File: config.mk
export PLATFORM = sky130hd
export DESIGN_NAME = nand_erase_block_cmd
export DESIGN_NICKNAME = d
export VERILOG_FILES = /design/src/rtl/nand_erase_block_cmd.sv
export SDC_FILE = /design/constraint.sdc
export NUM_CORES = 1
export LEC_CHECK = 0
export CAP_MARGIN = 10
export CORE_ASPECT_RATIO = 1.1
export CORE_MARGIN = 8
export CORE_UTILIZATION = 55
export DETAILED_ROUTE_END_ITERATION = 6
export GPL_ROUTABILITY_DRIVEN = 0
export PLACE_DENSITY_LB_ADDON = 0.2
export SLEW_MARGIN = 20
export SYNTH_ARGS = -nofsm -noshare
export SYNTH_HDL_FRONTEND = slang
export SYNTH_SLANG_ARGS = --single-unit
File: constraint.sdc
create_clock -name clk -period 3.65 [get_ports clk]
set_input_delay 1.095 -clock clk [delete_from_list [all_inputs] [get_ports clk]]
set_output_delay 1.095 -clock clk [all_outputs]
set_load 0.1 [all_outputs]
File: src/rtl/nand_erase_block_cmd.sv
// rtl/nand_erase_block_cmd.sv - ONFI single-block erase sequencer (60h/row x3/D0h, tBERS wait, 70h status)
module nand_erase_block_cmd #(
  parameter int unsigned WE_LOW  = 2,
  parameter int unsigned WE_HIGH = 2,
  parameter int unsigned T_WB    = 10,
  parameter int unsigned T_WHR   = 6,
  parameter int unsigned RE_LOW  = 3,
  parameter logic [23:0] TIMEOUT = 24'd500000
) (
  input  logic        clk,
  input  logic        rst,
  input  logic        en_erase_page,
  input  logic [23:0] erase_addr_row,
  output logic        end_erase_page,
  output logic        erase_fail,
  output logic        erase_busy,
  output logic        flash_ce_n,
  output logic        flash_cle,
  output logic        flash_ale,
  output logic        flash_we_n,
  output logic        flash_re_n,
  output logic [7:0]  flash_dq_out,
  output logic        flash_dq_oe,
  input  logic [7:0]  flash_dq_in,
  input  logic        flash_rb_n
);

  localparam logic [3:0] S_IDLE    = 4'd0;
  localparam logic [3:0] S_CMD1    = 4'd1;
  localparam logic [3:0] S_ADDR1   = 4'd2;
  localparam logic [3:0] S_ADDR2   = 4'd3;
  localparam logic [3:0] S_ADDR3   = 4'd4;
  localparam logic [3:0] S_CMD2    = 4'd5;
  localparam logic [3:0] S_WAITWB  = 4'd6;
  localparam logic [3:0] S_BUSY    = 4'd7;
  localparam logic [3:0] S_CMD3    = 4'd8;
  localparam logic [3:0] S_WAITWHR = 4'd9;
  localparam logic [3:0] S_READ    = 4'd10;
  localparam logic [3:0] S_DONE    = 4'd11;

  localparam logic [23:0] WR_LAST  = 24'(WE_LOW + WE_HIGH - 1);
  localparam logic [23:0] WE_LOW_C = 24'(WE_LOW);
  localparam logic [23:0] WB_LAST  = 24'(T_WB - 1);
  localparam logic [23:0] WHR_LAST = 24'(T_WHR - 1);
  localparam logic [23:0] RE_LAST  = 24'(RE_LOW - 1);

  logic [3:0]  state_q, state_d;
  logic [23:0] cnt_q, cnt_d;
  logic [23:0] row_q, row_d;
  logic        en_prev_q, en_prev_d;
  logic        timeout_q, timeout_d;
  logic        rb_meta_q, rb_meta_d;
  logic        rb_sync_q, rb_sync_d;
  logic        start;

  logic        end_q, end_d;
  logic        fail_q, fail_d;
  logic        busy_q, busy_d;
  logic        ce_n_q, ce_n_d;
  logic        cle_q, cle_d;
  logic        ale_q, ale_d;
  logic        we_n_q, we_n_d;
  logic        re_n_q, re_n_d;
  logic [7:0]  dq_out_q, dq_out_d;
  logic        dq_oe_q, dq_oe_d;
  logic        wr_state, cmd_state, addr_state;

  // Only bit 0 of the status byte carries the erase result.
  logic        unused_dq;
  assign unused_dq = ^flash_dq_in[7:1];

  // Sequencer next state, per-state counter and captured request fields.
  always_comb begin
    state_d   = state_q;
    timeout_d = timeout_q;
    row_d     = row_q;
    en_prev_d = en_erase_page;
    rb_meta_d = flash_rb_n;
    rb_sync_d = rb_meta_q;
    start     = en_erase_page && !en_prev_q && (state_q == S_IDLE);
    case (state_q)
      S_IDLE: begin
        if (start) begin
          state_d   = S_CMD1;
          row_d     = erase_addr_row;
          timeout_d = 1'b0;
        end
      end
      S_CMD1:    if (cnt_q == WR_LAST) state_d = S_ADDR1;
      S_ADDR1:   if (cnt_q == WR_LAST) state_d = S_ADDR2;
      S_ADDR2:   if (cnt_q == WR_LAST) state_d = S_ADDR3;
      S_ADDR3:   if (cnt_q == WR_LAST) state_d = S_CMD2;
      S_CMD2:    if (cnt_q == WR_LAST) state_d = S_WAITWB;
      S_WAITWB:  if (cnt_q == WB_LAST) state_d = S_BUSY;
      S_BUSY: begin
        // Ready wins a tie with the timeout compare.
        if (rb_sync_q) begin
          state_d = S_CMD3;
        end else if (cnt_q == TIMEOUT) begin
          state_d   = S_DONE;
          timeout_d = 1'b1;
        end
      end
      S_CMD3:    if (cnt_q == WR_LAST) state_d = S_WAITWHR;
      S_WAITWHR: if (cnt_q == WHR_LAST) state_d = S_READ;
      S_READ:    if (cnt_q == RE_LAST) state_d = S_DONE;
      S_DONE:    state_d = S_IDLE;
      default:   state_d = S_IDLE;
    endcase
    if ((state_d != state_q) || (state_q == S_IDLE) || (state_q == S_DONE)) begin
      cnt_d = 24'd0;
    end else begin
      cnt_d = cnt_q + 24'd1;
    end
  end

  // Pin values are decoded from the upcoming state so every pin is a plain flop.
  always_comb begin
    cmd_state  = (state_d == S_CMD1) || (state_d == S_CMD2) || (state_d == S_CMD3);
    addr_state = (state_d == S_ADDR1) || (state_d == S_ADDR2) || (state_d == S_ADDR3);
    wr_state   = cmd_state || addr_state;
    ce_n_d     = (state_d == S_IDLE) || (state_d == S_DONE);
    cle_d      = cmd_state;
    ale_d      = addr_state;
    we_n_d     = !(wr_state && (cnt_d < WE_LOW_C));
    re_n_d     = (state_d != S_READ);
    dq_oe_d    = wr_state;
    busy_d     = (state_d != S_IDLE);
    end_d      = (state_d == S_DONE);
    case (state_d)
      S_CMD1:  dq_out_d = 8'h60;
      S_ADDR1: dq_out_d = row_d[7:0];
      S_ADDR2: dq_out_d = row_d[15:8];
      S_ADDR3: dq_out_d = row_d[23:16];
      S_CMD2:  dq_out_d = 8'hD0;
      S_CMD3:  dq_out_d = 8'h70;
      default: dq_out_d = 8'h00;
    endcase
    fail_d = fail_q;
    if (start) begin
      fail_d = 1'b0;
    end else if ((state_q == S_READ) && (state_d == S_DONE)) begin
      fail_d = flash_dq_in[0] | timeout_q;
    end else if ((state_q == S_BUSY) && (state_d == S_DONE)) begin
      fail_d = 1'b1;
    end
  end

  // State, counters, R/B# synchronizer and registered flash pins.
  always_ff @(posedge clk or negedge rst) begin
    if (!rst) begin
      state_q   <= S_IDLE;
      cnt_q     <= 24'd0;
      row_q     <= 24'd0;
      en_prev_q <= 1'b0;
      timeout_q <= 1'b0;
      rb_meta_q <= 1'b0;
      rb_sync_q <= 1'b0;
      end_q     <= 1'b0;
      fail_q    <= 1'b0;
      busy_q    <= 1'b0;
      ce_n_q    <= 1'b1;
      cle_q     <= 1'b0;
      ale_q     <= 1'b0;
      we_n_q    <= 1'b1;
      re_n_q    <= 1'b1;
      dq_out_q  <= 8'h00;
      dq_oe_q   <= 1'b0;
    end else begin
      state_q   <= state_d;
      cnt_q     <= cnt_d;
      row_q     <= row_d;
      en_prev_q <= en_prev_d;
      timeout_q <= timeout_d;
      rb_meta_q <= rb_meta_d;
      rb_sync_q <= rb_sync_d;
      end_q     <= end_d;
      fail_q    <= fail_d;
      busy_q    <= busy_d;
      ce_n_q    <= ce_n_d;
      cle_q     <= cle_d;
      ale_q     <= ale_d;
      we_n_q    <= we_n_d;
      re_n_q    <= re_n_d;
      dq_out_q  <= dq_out_d;
      dq_oe_q   <= dq_oe_d;
    end
  end

  assign end_erase_page = end_q;
  assign erase_fail     = fail_q;
  assign erase_busy     = busy_q;
  assign flash_ce_n     = ce_n_q;
  assign flash_cle      = cle_q;
  assign flash_ale      = ale_q;
  assign flash_we_n     = we_n_q;
  assign flash_re_n     = re_n_q;
  assign flash_dq_out   = dq_out_q;
  assign flash_dq_oe    = dq_oe_q;

endmodule

==> qor.log <==
qor: power.p_per_area 725 mW/mm2
qor: die.start_util 55.6%
qor: synthesis.async_flop_share 100%
qor: synthesis.synth_mux_area_share 1.38%
qor: die.design.core.area 0.00685 mm2
qor: global_route.global_route.usage.total 18.6%
qor: detailed_routing.drc_errors 0
qor: global_route.sum_of_overflow_across_all_layers_after_global_routing 0
qor: die.rows 32
qor: clock_tree.tritoncts done
qor: clock_tree.cts-resized-gates 0
qor: clock_tree.post_cts_hold_buffer_count 0
qor: run_status.outcome finished, final reports clean
qor: global_route.wire_length_of_the_first_global_routing_pass 14.4 mm
qor: clock_tree.worst_skew_pair.late_latency 0.35 ns
qor: timing.finClkSkew 0.0104 ns
qor: worst_setup_path.reg2regPathDepth 7
qor: detailed_routing.drt.antenna.violating_nets 0
qor: synthesis.synthDistinctLibCells 63
qor: synthesis.synth_xor_area_share 6.22%
qor: worst_setup_path.worstSetupEndpoint flash_dq_out[4]
qor: finish.num-fill-cells 581
qor: timing.rsz0062_at_grt no
qor: worst_setup_path.cp.arrival 3.41 ns
qor: finish.drive_above_1_share 13.1%
qor: die.boundaryPins 53
qor: synthesis.synth_area 0.00380 mm2
qor: synthesis.combinational_family_with_the_most_area_after_synthesis simple AND/OR/NAND/NOR gates
qor: synthesis.synthMostInstantiatedCell sky130_fd_sc_hd__nand2_1
qor: clock_tree.clock_sink_count 73
qor: timing.report.final.setup_viol 0
qor: worst_setup_path.worstPathRequired 3.91 ns
qor: worst_setup_path.critPathLaunch cnt_q[6]
qor: die.fp.dieH 103 um
qor: timing.fmax 0.318 GHz
qor: worst_setup_path.timing.rr.start cnt_q[6]
qor: hold_path.timing.hold.worst.class reg2reg
qor: synthesis.synth_fa_ha_area_share 1.32%
qor: detailed_routing.dr.pass1.iters 4
qor: die.die_width 95.3 um
qor: power.post-layout-total-power 3250 uW
qor: synthesis.yosys_most_used_dff sky130_fd_sc_hd__dfrtp_1
qor: die.die-area 0.00984 mm2
qor: placed_design.hpwlAfterDp 6.04 mm
qor: power.power.share.sequential 34.9%
qor: detailed_routing.route.vias.total 3138
qor: synthesis.yosys.area_share.simple 27.6%
qor: hold_path.hp-start rb_meta_q
qor: placed_design.portBuffers 45
qor: synthesis.synth.avg_cell_area 9.12 um2
qor: power.total_leakage_power 0.00200 uW
qor: timing.finalHoldViolCount 0
qor: synthesis.yosys-top-cells-count sky130_fd_sc_hd__nand2_1, sky130_fd_sc_hd__dfrtp_1, sky130_fd_sc_hd__nor2_1
qor: power.switching_share_of_power 46.0%
qor: clock_tree.postCtsSetupRepairBufs 0
qor: power.internal 1760 uW
qor: clock_tree.numCtsBuffers 9
qor: worst_setup_path.class_of_the_most_critical_setup_path reg2reg
qor: power.power.ir.vdd_worst 528 uV
qor: synthesis.synth-seq-area-share 48.1%
qor: worst_setup_path.reg2reg_to flash_dq_out[4]
qor: synthesis.synth_seq_cells 73
qor: synthesis.netlist_instances 417
qor: power.switchingPower 1490 uW
qor: timing.final_max_slew_viols 0
qor: detailed_routing.detail_route.iter0.violations 221
qor: synthesis.synth_top_cells_by_area sky130_fd_sc_hd__dfrtp_1, sky130_fd_sc_hd__nand2_1, sky130_fd_sc_hd__nor2_1, sky130_fd_sc_hd__xor2_1, sky130_fd_sc_hd__xnor2_1
qor: detailed_routing.per_cell_routed_wire_length 15.7 um
qor: clock_tree.clk_pin_slew_worst_paths 0.07 ns
qor: timing.finalWorstPathRequiredPeriod 3.15 ns
qor: detailed_routing.drt-vias-per-instance 5.72
qor: worst_setup_path.cp-end-kind flip-flop
qor: synthesis.number_of_enable_flip_flop_cells_after_synthesis 0
qor: global_route.grt_antenna_before_repair 0
qor: timing.slew-limit-headroom 34.6%
qor: timing.timing.setup.tns 0 ns
qor: synthesis.synthDominantAreaCellType sky130_fd_sc_hd__dfrtp_1
qor: worst_setup_path.worstPathMaxFanout 12
qor: job.drv.max_cap_violation_count 0
qor: clock_tree.cts.htree.levels 3
qor: synthesis.postSynthNetCount 457
qor: timing.period_share 86.2%
qor: power.power_frac_clock 19.2%
qor: clock_tree.ctsLongestPathBuffers 2
qor: finish.design.final.nets 499
qor: timing.worst_margin_pin_slew 0.977 ns
qor: finish.diodes 0
qor: worst_setup_path.worst-r2r-setup-slack 0.50 ns
qor: finish.area.sequential 0.00183 mm2
qor: finish.synthesis_to_finish_area_growth 17.9%
qor: synthesis.yosysWarningCount 0
qor: global_route.grt_pass1_vias 3023
qor: global_route.maximum_number_of_pins_on_one_net_before_global_route_repair 74
qor: clock_tree.clock-root-buffer sky130_fd_sc_hd__clkbuf_8
qor: worst_setup_path.critPathLaunchType flip-flop
qor: detailed_routing.total_routed_length 8.64 mm
qor: finish.multiInputGateArea 0.00183 mm2
qor: synthesis.synth-compound-area-share 11.5%
qor: power.power_frac_comb 45.9%
qor: synthesis.yosys.area.top_type_share 46.1%
[cell families after synthesis]
| logic type | count (synthesis) |
|---|---|
| compound gates | 59 |
| xor+xnor | 27 |
| fa+ha+maj | 4 |
| buf+inv | 34 |
| flops | 73 |
| mux | 5 |
| simple gates | 215 |
[flip-flops by register name, indices dropped and copies added (netlist names)]
signal          flops
rb_meta_q           1
end_erase_page      1
flash_we_n          1
flash_ale           1
flash_dq_oe         1
en_prev_q           1
state_q             4
rb_sync_q           1
erase_fail          1
flash_re_n          1
flash_cle           1
flash_dq_out        8
erase_busy          1
row_q              24
flash_ce_n          1
timeout_q           1
cnt_q              24
[final cells by class]
type                       count  share of cell area, %
tap                           85                   2.37
inverter                      11                  0.921
timing repair buffer          54                   10.8
multi-input combinational    310                   40.8
clock inverter                 6                   1.51
clock buffer                  10                   2.85
sequential                    73                   40.8
[how the worst min path moves through the flow]
stage,slack [ns],endpoint,cells past startpoint
global placement,0.33,rb_sync_q,0
detailed placement,0.34,rb_sync_q,0
CTS,0.36,rb_sync_q,0
finish,0.36,rb_sync_q,0
floorplan,0.33,rb_sync_q,0
global route,0.37,rb_sync_q,0
[metrics by stage]
stage / hold slack, ns / setup slack, ns / area (um2) / instances / util, %
6_report: 0.358 / 0.503 / 4490 / 549 / 65.5
5_1_grt: 0.368 / 0.266 / 4490 / 549 / 65.5
4_1_cts: 0.355 / 0.507 / 4490 / 549 / 65.5
3_5_place_dp: 0.337 / 0.549 / 4290 / 533 / 62.7
3_3_place_gp: 0.333 / 0.593 / 4290 / 533 / 62.7
2_1_floorplan: 0.331 / 1.01 / 3800 / 417 / -
[critical path: stages, from the launching register on]
cell and delay, ns:
sky130_fd_sc_hd__dfrtp_1 0.46, sky130_fd_sc_hd__or4_4 0.58, sky130_fd_sc_hd__nor4_4 0.33, sky130_fd_sc_hd__and4_1 0.36, sky130_fd_sc_hd__o211ai_1 0.42, sky130_fd_sc_hd__a211oi_4 0.57, sky130_fd_sc_hd__a221oi_1 0.17, sky130_fd_sc_hd__a21oi_1 0.19
[cell usage in the layout, fill, tap and decap left out, drive strengths merged, types with 3 or more instances in the layout]
master,instances
inv,12
o211ai,4
buf,27
nand2,91
dfrtp,70
nand4,7
ha,4
xnor2,12
o21ai,12
nor4,9
and2,3
and3,5
clkdlybuf4s50,27
mux2i,3
nor3,14
a211oi,3
xor2,15
a22oi,5
and4,4
nand3,21
or4,5
nor2,42
nand2b,6
o31a,3
a21oi,10
clkbuf,10
a32oi,3
dfstp,3
[routing by layer]
layer	track usage [%]	up-vias	wire length (um)
li1	-	1532	-
met1	23.5	1481	3770
met2	29.7	105	4070
met3	3.90	20	595
met4	9.13	0	199
met5	0	-	0
[power groups by stage]
stage	Sequential, uW	Clock [uW]	Combinational (uW)
CTS	1130	644	1500
global route	1150	675	1630
global placement	1140	0	1460
finish	1130	625	1490
floorplan	1480	0	798
detailed placement	1150	0	1500
Power figures use the tool's default switching activity.
==> RTL change (config.mk and constraints unchanged) <==
Make the reset (`rst`) synchronous in one clocked block.
--- a/src/rtl/nand_erase_block_cmd.sv
+++ b/src/rtl/nand_erase_block_cmd.sv
@@ -149,3 +149,3 @@
   // State, counters, R/B# synchronizer and registered flash pins.
-  always_ff @(posedge clk or negedge rst) begin
+  always_ff @(posedge clk) begin
     if (!rst) begin
Behaviour: differs if rst is asserted again (counterexample within 4 cycles, from zero or initial values and one cycle with rst low); with rst held inactive, the same outputs for 10 cycles.
==> RTL change against the original RTL <==
Global-route usage is 0.88 points higher. Wire length grew 15%. First-iteration DRC count fell by 18%. Design area rose by 5.0%. Sequential cell count is the same. Setup slack better by 0.027 ns. Area after synthesis up 7.1%. Largest cell class is now multi-input gates.
Power is not compared: it rests on default switching activity, and its combinational part moved more than twofold at a synthesized area within 25%.
==> RTL change: results (changes against the original RTL) <==
| Metric | Value |
|---|---|
| Post-Route Skew | `0.0124 ns (+0.00201 ns)` |
| Hold Slack | `0.454 ns (+0.0955 ns)` |
| HP Start | `row_q[17]$_SDFF_PN0_` |
| Post-placement cell count | `564 (+5.8%)` |
| Status | `complete, no violations` |
| Critical R2R Launch | `cnt_q[0]$_SDFF_PP0_` |
| Dpl ws | `0.614 ns (+0.0648 ns)` |
| First-pass DRT Iterations | `5 (+1)` |
| First-pass GRT wire length | `16,700 µm (+15%)` |
| Tcrit/Tclk final | `0.855 (-0.00751)` |
| Hold endpoint | `row_q[17]$_SDFF_PN0_` |
| Critical path peak fanout | `7 (-5)` |
| Highest-delay cell along the critical path | `nor4_2` |
| Mux contribution to synthesized area | `0.0196 (+0.00583)` |
| Sequential area share after synthesis | `0.359 (-0.123)` |
| Nets@finish | `528 (+5.8%)` |
| Syn nets | `501 (+9.6%)` |
| Worst path max stage delay | `0.68 ns (+0.10 ns)` |
| Crit path capture | `flash_we_n$_SDFF_PN1_` |
| WL final | `9900 µm (+15%)` |
| Top cells by count, synth | `dfxtp_1 (73), nand2_1 (55), a21oi_1 (31)` |
| Synth cell types | `69 (+9.5%)` |
| Post-Synth XOR/XNOR Area | `0.0516 (-0.0106)` |
| Dominant cells by area after synthesis | `dfxtp_1 (36%), nor4_2 (5.8%), nand2_1 (5.1%)` |
| Worst hold stages | `2 (+2)` |
| Rows | `33 (+3.1%)` |
| Hpwl dp | `6960 µm (+15%)` |
[RTL change: cell type report]
type	instances	area (µm²)
inverter	8	30.0
clock inverter	6	96.3
fill	647	2600
sequential	73	1460
tap	87	109
multi-input combinational	344	2400
clock buffer	10	138
timing repair buffer	52	473
[RTL change: cells by family after synthesis]
group / count (synthesis)
flip-flops: 73
multiplexers: 8
AND/OR/NAND/NOR: 215
buffers and inverters: 44
adder cells (fa/ha/maj): 4
XOR/XNOR: 24
AO/OA/AOI/OAI: 93
[RTL change: critical path, delay by kind of cell, from the launching register on]
| kind | cells | cell delay (ns) |
|---|---|---|
| AND/OR/NAND/NOR | 5 | 1.81 |
| flip-flops | 1 | 0.47 |
| AO/OA/AOI/OAI | 2 | 0.40 |
| adder cells (fa/ha/maj) | 1 | 0.31 |
[RTL change: routing by layer]
layer	wire, µm	track usage
met5	0	0
met4	209	0.103
met1	4320	0.225
met3	485	0.0471
met2	4890	0.329
